<file path="src/rtl/rv_div_pkg.sv">
// rv_div_pkg: shared encodings and helpers for the iterative RISC-V divider.
package rv_div_pkg;
    typedef enum logic [2:0] {
        OP_DIV  = 3'b100,
        OP_DIVU = 3'b101,
        OP_REM  = 3'b110,
        OP_REMU = 3'b111
    } div_op_t;

    typedef enum logic [1:0] {
        S_IDLE,
        S_CALC,
        S_FIX,
        S_DONE
    } div_state_t;

    localparam logic [31:0] INT_MIN = 32'h8000_0000;

    function automatic logic is_signed_op(input div_op_t op);
        return op == OP_DIV || op == OP_REM;
    endfunction

    function automatic logic is_rem_op(input div_op_t op);
        return op == OP_REM || op == OP_REMU;
    endfunction

    function automatic logic [31:0] abs32(input logic [31:0] x, input logic sgn);
        return (sgn && x[31]) ? -x : x;
    endfunction
endpackage

</file>
<file path="src/rtl/rv_div_step.sv">
// rv_div_step: one restoring-division iteration (shift in next dividend bit, trial subtract).
module rv_div_step (
    input  logic [32:0] rem_i,
    input  logic [31:0] quo_i,
    input  logic [31:0] dsr_i,
    output logic [32:0] rem_o,
    output logic [31:0] quo_o
);
    logic [33:0] trial;
    assign trial = {1'b0, rem_i[31:0], quo_i[31]} - {2'b00, dsr_i};
    assign rem_o = trial[33] ? {rem_i[31:0], quo_i[31]} : trial[32:0];
    assign quo_o = {quo_i[30:0], ~trial[33]};
endmodule

</file>
<file path="src/rtl/rv_div.sv">
// rv_div: multi-cycle RV32M DIV/DIVU/REM/REMU unit with stall, flush and early special cases.
module rv_div
    import rv_div_pkg::*;
#(
    parameter bit EARLY_SPECIAL = 1'b1
) (
    input  logic        i_clk,
    input  logic        i_reset_n,
    input  logic        i_flush,
    input  logic        i_start,
    input  logic [2:0]  i_funct3,
    input  logic [31:0] i_dividend,
    input  logic [31:0] i_divisor,
    output logic        o_busy,
    output logic        o_valid,
    output logic [31:0] o_result
);
    div_state_t  state_q, state_d;
    div_op_t     op_q, op_d, op_in;
    logic [4:0]  cnt_q, cnt_d;
    logic [31:0] quo_q, quo_d, dsr_q, dsr_d, result_q, result_d;
    logic [32:0] rem_q, rem_d, step_rem;
    logic [31:0] step_quo, spec_quo, spec_rem, fix_quo, fix_rem;
    logic        neg_quo_q, neg_quo_d, neg_rem_q, neg_rem_d, valid_q, valid_d;
    logic        sgn_in, accept, div_zero, overflow, special;

    assign op_in    = div_op_t'(i_funct3);
    assign sgn_in   = is_signed_op(op_in);
    assign accept   = i_start && !i_flush && (state_q == S_IDLE || state_q == S_DONE);
    assign div_zero = i_divisor == '0;
    assign overflow = sgn_in && i_dividend == INT_MIN && i_divisor == '1;
    assign special  = EARLY_SPECIAL && (div_zero || overflow);
    assign spec_quo = div_zero ? '1 : INT_MIN;
    assign spec_rem = div_zero ? i_dividend : '0;
    assign fix_quo  = neg_quo_q ? -quo_q : quo_q;
    assign fix_rem  = neg_rem_q ? -rem_q[31:0] : rem_q[31:0];

    assign o_busy   = accept || state_q == S_CALC || state_q == S_FIX;
    assign o_valid  = valid_q;
    assign o_result = result_q;

    rv_div_step u_step (
        .rem_i (rem_q),
        .quo_i (quo_q),
        .dsr_i (dsr_q),
        .rem_o (step_rem),
        .quo_o (step_quo)
    );

    always_comb begin
        state_d   = state_q;
        op_d      = op_q;
        cnt_d     = cnt_q;
        quo_d     = quo_q;
        dsr_d     = dsr_q;
        rem_d     = rem_q;
        neg_quo_d = neg_quo_q;
        neg_rem_d = neg_rem_q;
        result_d  = result_q;
        valid_d   = 1'b0;
        if (i_flush) begin
            state_d = S_IDLE;
        end else if (accept) begin
            op_d      = op_in;
            cnt_d     = '0;
            quo_d     = abs32(i_dividend, sgn_in);
            dsr_d     = abs32(i_divisor, sgn_in);
            rem_d     = '0;
            // a zero divisor yields all-ones quotient regardless of dividend sign
            neg_quo_d = sgn_in && (i_dividend[31] ^ i_divisor[31]) && !div_zero;
            neg_rem_d = sgn_in && i_dividend[31];
            state_d   = special ? S_DONE : S_CALC;
            valid_d   = special;
            result_d  = special ? (is_rem_op(op_in) ? spec_rem : spec_quo) : result_q;
        end else begin
            case (state_q)
                S_CALC: begin
                    quo_d   = step_quo;
                    rem_d   = step_rem;
                    cnt_d   = cnt_q + 5'd1;
                    state_d = (cnt_q == 5'd31) ? S_FIX : S_CALC;
                end
                S_FIX: begin
                    state_d  = S_DONE;
                    valid_d  = 1'b1;
                    result_d = is_rem_op(op_q) ? fix_rem : fix_quo;
                end
                S_DONE:  state_d = S_IDLE;
                default: state_d = state_q;
            endcase
        end
    end

    always_ff @(posedge i_clk or negedge i_reset_n) begin
        if (!i_reset_n) begin
            state_q   <= S_IDLE;
            op_q      <= div_op_t'(3'b000);
            cnt_q     <= '0;
            quo_q     <= '0;
            dsr_q     <= '0;
            rem_q     <= '0;
            neg_quo_q <= 1'b0;
            neg_rem_q <= 1'b0;
            result_q  <= '0;
            valid_q   <= 1'b0;
        end else begin
            state_q   <= state_d;
            op_q      <= op_d;
            cnt_q     <= cnt_d;
            quo_q     <= quo_d;
            dsr_q     <= dsr_d;
            rem_q     <= rem_d;
            neg_quo_q <= neg_quo_d;
            neg_rem_q <= neg_rem_d;
            result_q  <= result_d;
            valid_q   <= valid_d;
        end
    end
endmodule

</file>
<file path="config.mk">
export PLATFORM = sky130hd
export DESIGN_NAME = rv_div
export DESIGN_NICKNAME = d
export VERILOG_FILES = /design/src/rtl/rv_div_pkg.sv /design/src/rtl/rv_div_step.sv /design/src/rtl/rv_div.sv
export SDC_FILE = /design/constraint.sdc
export NUM_CORES = 1
export LEC_CHECK = 0
export ABC_AREA = 1
export CAP_MARGIN = 20
export CORE_UTILIZATION = 62
export DETAILED_ROUTE_END_ITERATION = 10
export GPL_TIMING_DRIVEN = 0
export PLACE_DENSITY = 0.86
export SYNTH_ARGS = -nofsm -noshare
export SYNTH_HDL_FRONTEND = slang
export SYNTH_SLANG_ARGS = --single-unit
</file>
<file path="constraint.sdc">
create_clock -name i_clk -period 4.18 [get_ports i_clk]
set_input_delay 0.836 -clock i_clk [delete_from_list [all_inputs] [get_ports i_clk]]
set_output_delay 0.836 -clock i_clk [all_outputs]
set_load 0.05 [all_outputs]
</file>
==> results of run 1 <==
-- worst reg2reg max path, stage by stage, from the launching register on --
cell     delay [ns]
dfrtp_1        0.41
inv_1          0.09
ha_1           0.28
nand2_1        0.08
nor2_1         0.49
buf_2          0.35
buf_1          0.75
a21oi_1        0.21
o21ai_1        0.28
nand2_1        0.10
-- worst max-delay path by stage --
stage	slack [ns]	to	start
2_1_floorplan	1.75	o_busy	i_start
3_3_place_gp	-3.32	o_result[7]	i_reset_n
3_5_place_dp	0.48	o_busy	i_start
4_1_cts	0.46	o_busy	i_start
5_1_grt	0.28	o_busy	i_start
6_report	0.40	o_busy	i_start
-- cell usage in the layout, fill, tap and decap left out, drive strengths merged --
cell type,count
nand2,624
nand3,283
inv,268
nor2,249
o21ai,228
dfrtp,140
clkdlybuf4s50,103
a21oi,66
clkbuf,62
ha,42
xor2,37
nand4,35
buf,32
xnor2,21
nor3,13
o211ai,11
clkinv,8
a31oi,6
nand3b,6
o21bai,4
o221ai,4
or2,4
nor4,3
o22ai,3
a22o,2
a211oi,2
bufinv,2
clkinvlp,2
and2,1
nand2b,1
a22oi,1
a21o,1
nor3b,1
a21boi,1
o31ai,1
fa,1
-- report_power, final --
group / internal [mW] / total, mW / leakage (nW) / switching [mW]
Clock: 0.920 / 1.63 / 0.295 / 0.706
Sequential: 1.86 / 2.23 / 1.79 / 0.377
Combinational: 1.78 / 6.07 / 5.62 / 4.29
Total: 4.56 / 9.93 / 7.71 / 5.37
-- stage by stage --
step                instance area [um2]  utilization (%)  power (mW)
floorplan                         12900                -        6.10
global placement                  14300             70.2        7.81
detailed placement                14300             70.4        7.95
CTS                               14900             73.4        9.64
global route                      14900             73.4        10.5
finish                            14900             73.4        9.93
-- state kept, by name (all words and copies together) (netlist names) --
| register | cells |
|---|---|
| neg_rem_q | 1 |
| rem_q | 32 |
| op_q | 2 |
| cnt_q | 5 |
| neg_quo_q | 1 |
| dsr_q | 32 |
| quo_q | 32 |
| o_result | 32 |
| state_q | 2 |
| o_valid | 1 |
-- layout make-up --
| cell class | count | area [um2] | share of cell area (%) |
|---|---|---|---|
| buffer | 74 | 359 | 2.41 |
| clock buffer | 18 | 439 | 2.95 |
| inverter | 266 | 1000 | 6.71 |
| timing repair buffer | 105 | 1070 | 7.18 |
| tap | 270 | 338 | 2.27 |
| multi-input combinational | 1651 | 8020 | 53.8 |
| sequential | 140 | 3500 | 23.5 |
| clock inverter | 14 | 170 | 1.14 |
-- layer usage --
layer | wire length [um] | part of all wire (%)
met4 | 2340 | 4.8
met2 | 20800 | 42
met3 | 6650 | 14
met1 | 19200 | 39
met5 | 23 | 0.047
-- cell families after synthesis --
group                    synth area share, %
AND/OR/NAND/NOR                         40.5
buffers and inverters                   10.6
AO/OA/AOI/OAI                           13.5
flip-flops                              27.2
XOR/XNOR                                3.94
adder cells (fa/ha/maj)                 4.24
==> impl_metrics.tcl, run 1 <==
set metrics [dict create \
    syn_nets 2245 \
    ys_seq_area_share_pct 27.2 \
    cap_violations 0 \
    maxSlewViolCount 0 \
    critical_path.reg2reg.endpoint "o_result[12]" \
    antenna_found_initial 2 \
    ys.warnings.count 0 \
    place_ws_ns 0.480 \
    slew-limit-headroom_pct 36.5 \
    grtUsageMet2_pct 69.1 \
    rr_worst_depth 9 \
    syn_area_um2 12900 \
    critPathLaunchType "input port" \
    tightest_slew_ns 0.953 \
    status "complete, no violations" \
    tritoncts "done" \
    hold_slack_ns 0.353 \
    synth_flop_cell "dfrtp_1" \
    postRouteAntennaNets 0 \
    synthTopCellsByArea "dfrtp_1 27%, nand2_1 18%, nand3_1 11%, o21ai_0 7.9%, inv_1 7.4%" \
    first_pass_iters 7 \
    die_area_um2 21300 \
    start_util_pct 63.4 \
    wl_mm 49.0 \
    use_met1_pct 63.0 \
    ios 105 \
    fin_ws_ns 0.397 \
    syn_avg_cell_area_um2 6.04 \
    fp.dieW_um 146 \
    cts.reportedPaths.clkPinSlew_ns 0.06 \
    setup_viol 0 \
    dp.cells 2506 \
    synthCells 2131 \
    synth_edf_count 0 \
    wl_per_cell_um 19.3 \
    crit_fanout 6 \
    cts_buffers 17 \
    post_cts_buffers 0 \
    rr_startpoint "state_q[0]" \
    grt_usage_pct 46.3 \
    grt.overflow.total 0 \
    synth_most_common_cell "nand2_1" \
    hold_viol_final 0 \
    p_leak_nw 7.71 \
    io_buffer_count 104 \
    grt_max_degree 85 \
    worstPathCellList "clkdlybuf4s50_1 -> nand2_1 -> nor2_1 -> nor2_1 -> nand2_1 -> clkdlybuf4s50_1" \
    fin_worst_skew_ns 0.0101 \
    arrival_ns 2.95 \
    drt_iter0_markers 2436 \
    drive_gt1_share_pct 4.28 \
    drc_errors 0 \
    crit_slowest_cell "clkdlybuf4s50_1" \
    reg2reg_slack_ns 1.02 \
    async_reset_ff_share_pct 100 \
    p_per_area_nw_per_um2 667 \
    endpoint_kind "output pin" \
    routed-via-count 15800 \
    finalCriticalPeriod_ns 3.78 \
    cts_resized 0 \
    synth_common_cells "620 x nand2_1, 276 x nand3_1, 255 x inv_1" \
    final_cells 2538 \
    hpwlAfterDp_mm 37.9 \
    gr-usage-met3_pct 12.7 \
    clock_latency_ns 0.44 \
    grt_pass1_wl_mm 76.9 \
    worstSetupPathType "in -> out" \
    holdCritPathClass "in -> async" \
    synth_area_leader_cell "dfrtp_1" \
    critical_path_depth 6 \
    fillers 1725 \
    yosys.cell_types.count 48 \
    crit_buf_inv 2 \
    cts_sinks 140 \
    synth_seq_cells 140 \
    rows 52 \
    nets 2369 \
    critPathTopFamily "buffers and inverters" \
    hold_buffers 0 \
    critPathRequiredTime_ns 3.34 \
    area_growth_pct 15.7 \
    finalCritPeriodShare_pct 90.5 \
    root_buffer "clkbuf_16" \
    rsz0062_at_grt "false" \
    post_drt_via_cell_ratio 6.23 \
    worst_ir_drop_vdd_uv 538 \
    fp.dieH_um 146 \
    grt_pass1_vias 14500 \
    htreeDepth 4 \
    cts_buffer_depth 2 \
    coreArea_um2 20300 \
    gp_congestion 1.09 \
    synth_top_area_share_pct 27.2 \
    fmax_mhz 264 \
    gr-max-usage-layer "met2" \
    tns_ns 0 \
    diodes 0 \
    max_stage_delay_ns 0.82 \
]
Power figures use the tool's default switching activity.
==> run 2, diff against run 1 <==
--- a/config.mk
+++ b/config.mk
@@ -11,6 +11,7 @@
 export DETAILED_ROUTE_END_ITERATION = 10
 export GPL_TIMING_DRIVEN = 0
 export PLACE_DENSITY = 0.86
+export SKIP_CTS_REPAIR_TIMING = 1
 export SYNTH_ARGS = -nofsm -noshare
 export SYNTH_HDL_FRONTEND = slang
 export SYNTH_SLANG_ARGS = --single-unit
==> results of run 2 <==
Same layout as run 1: the final DEF is identical, and so are final timing and power.
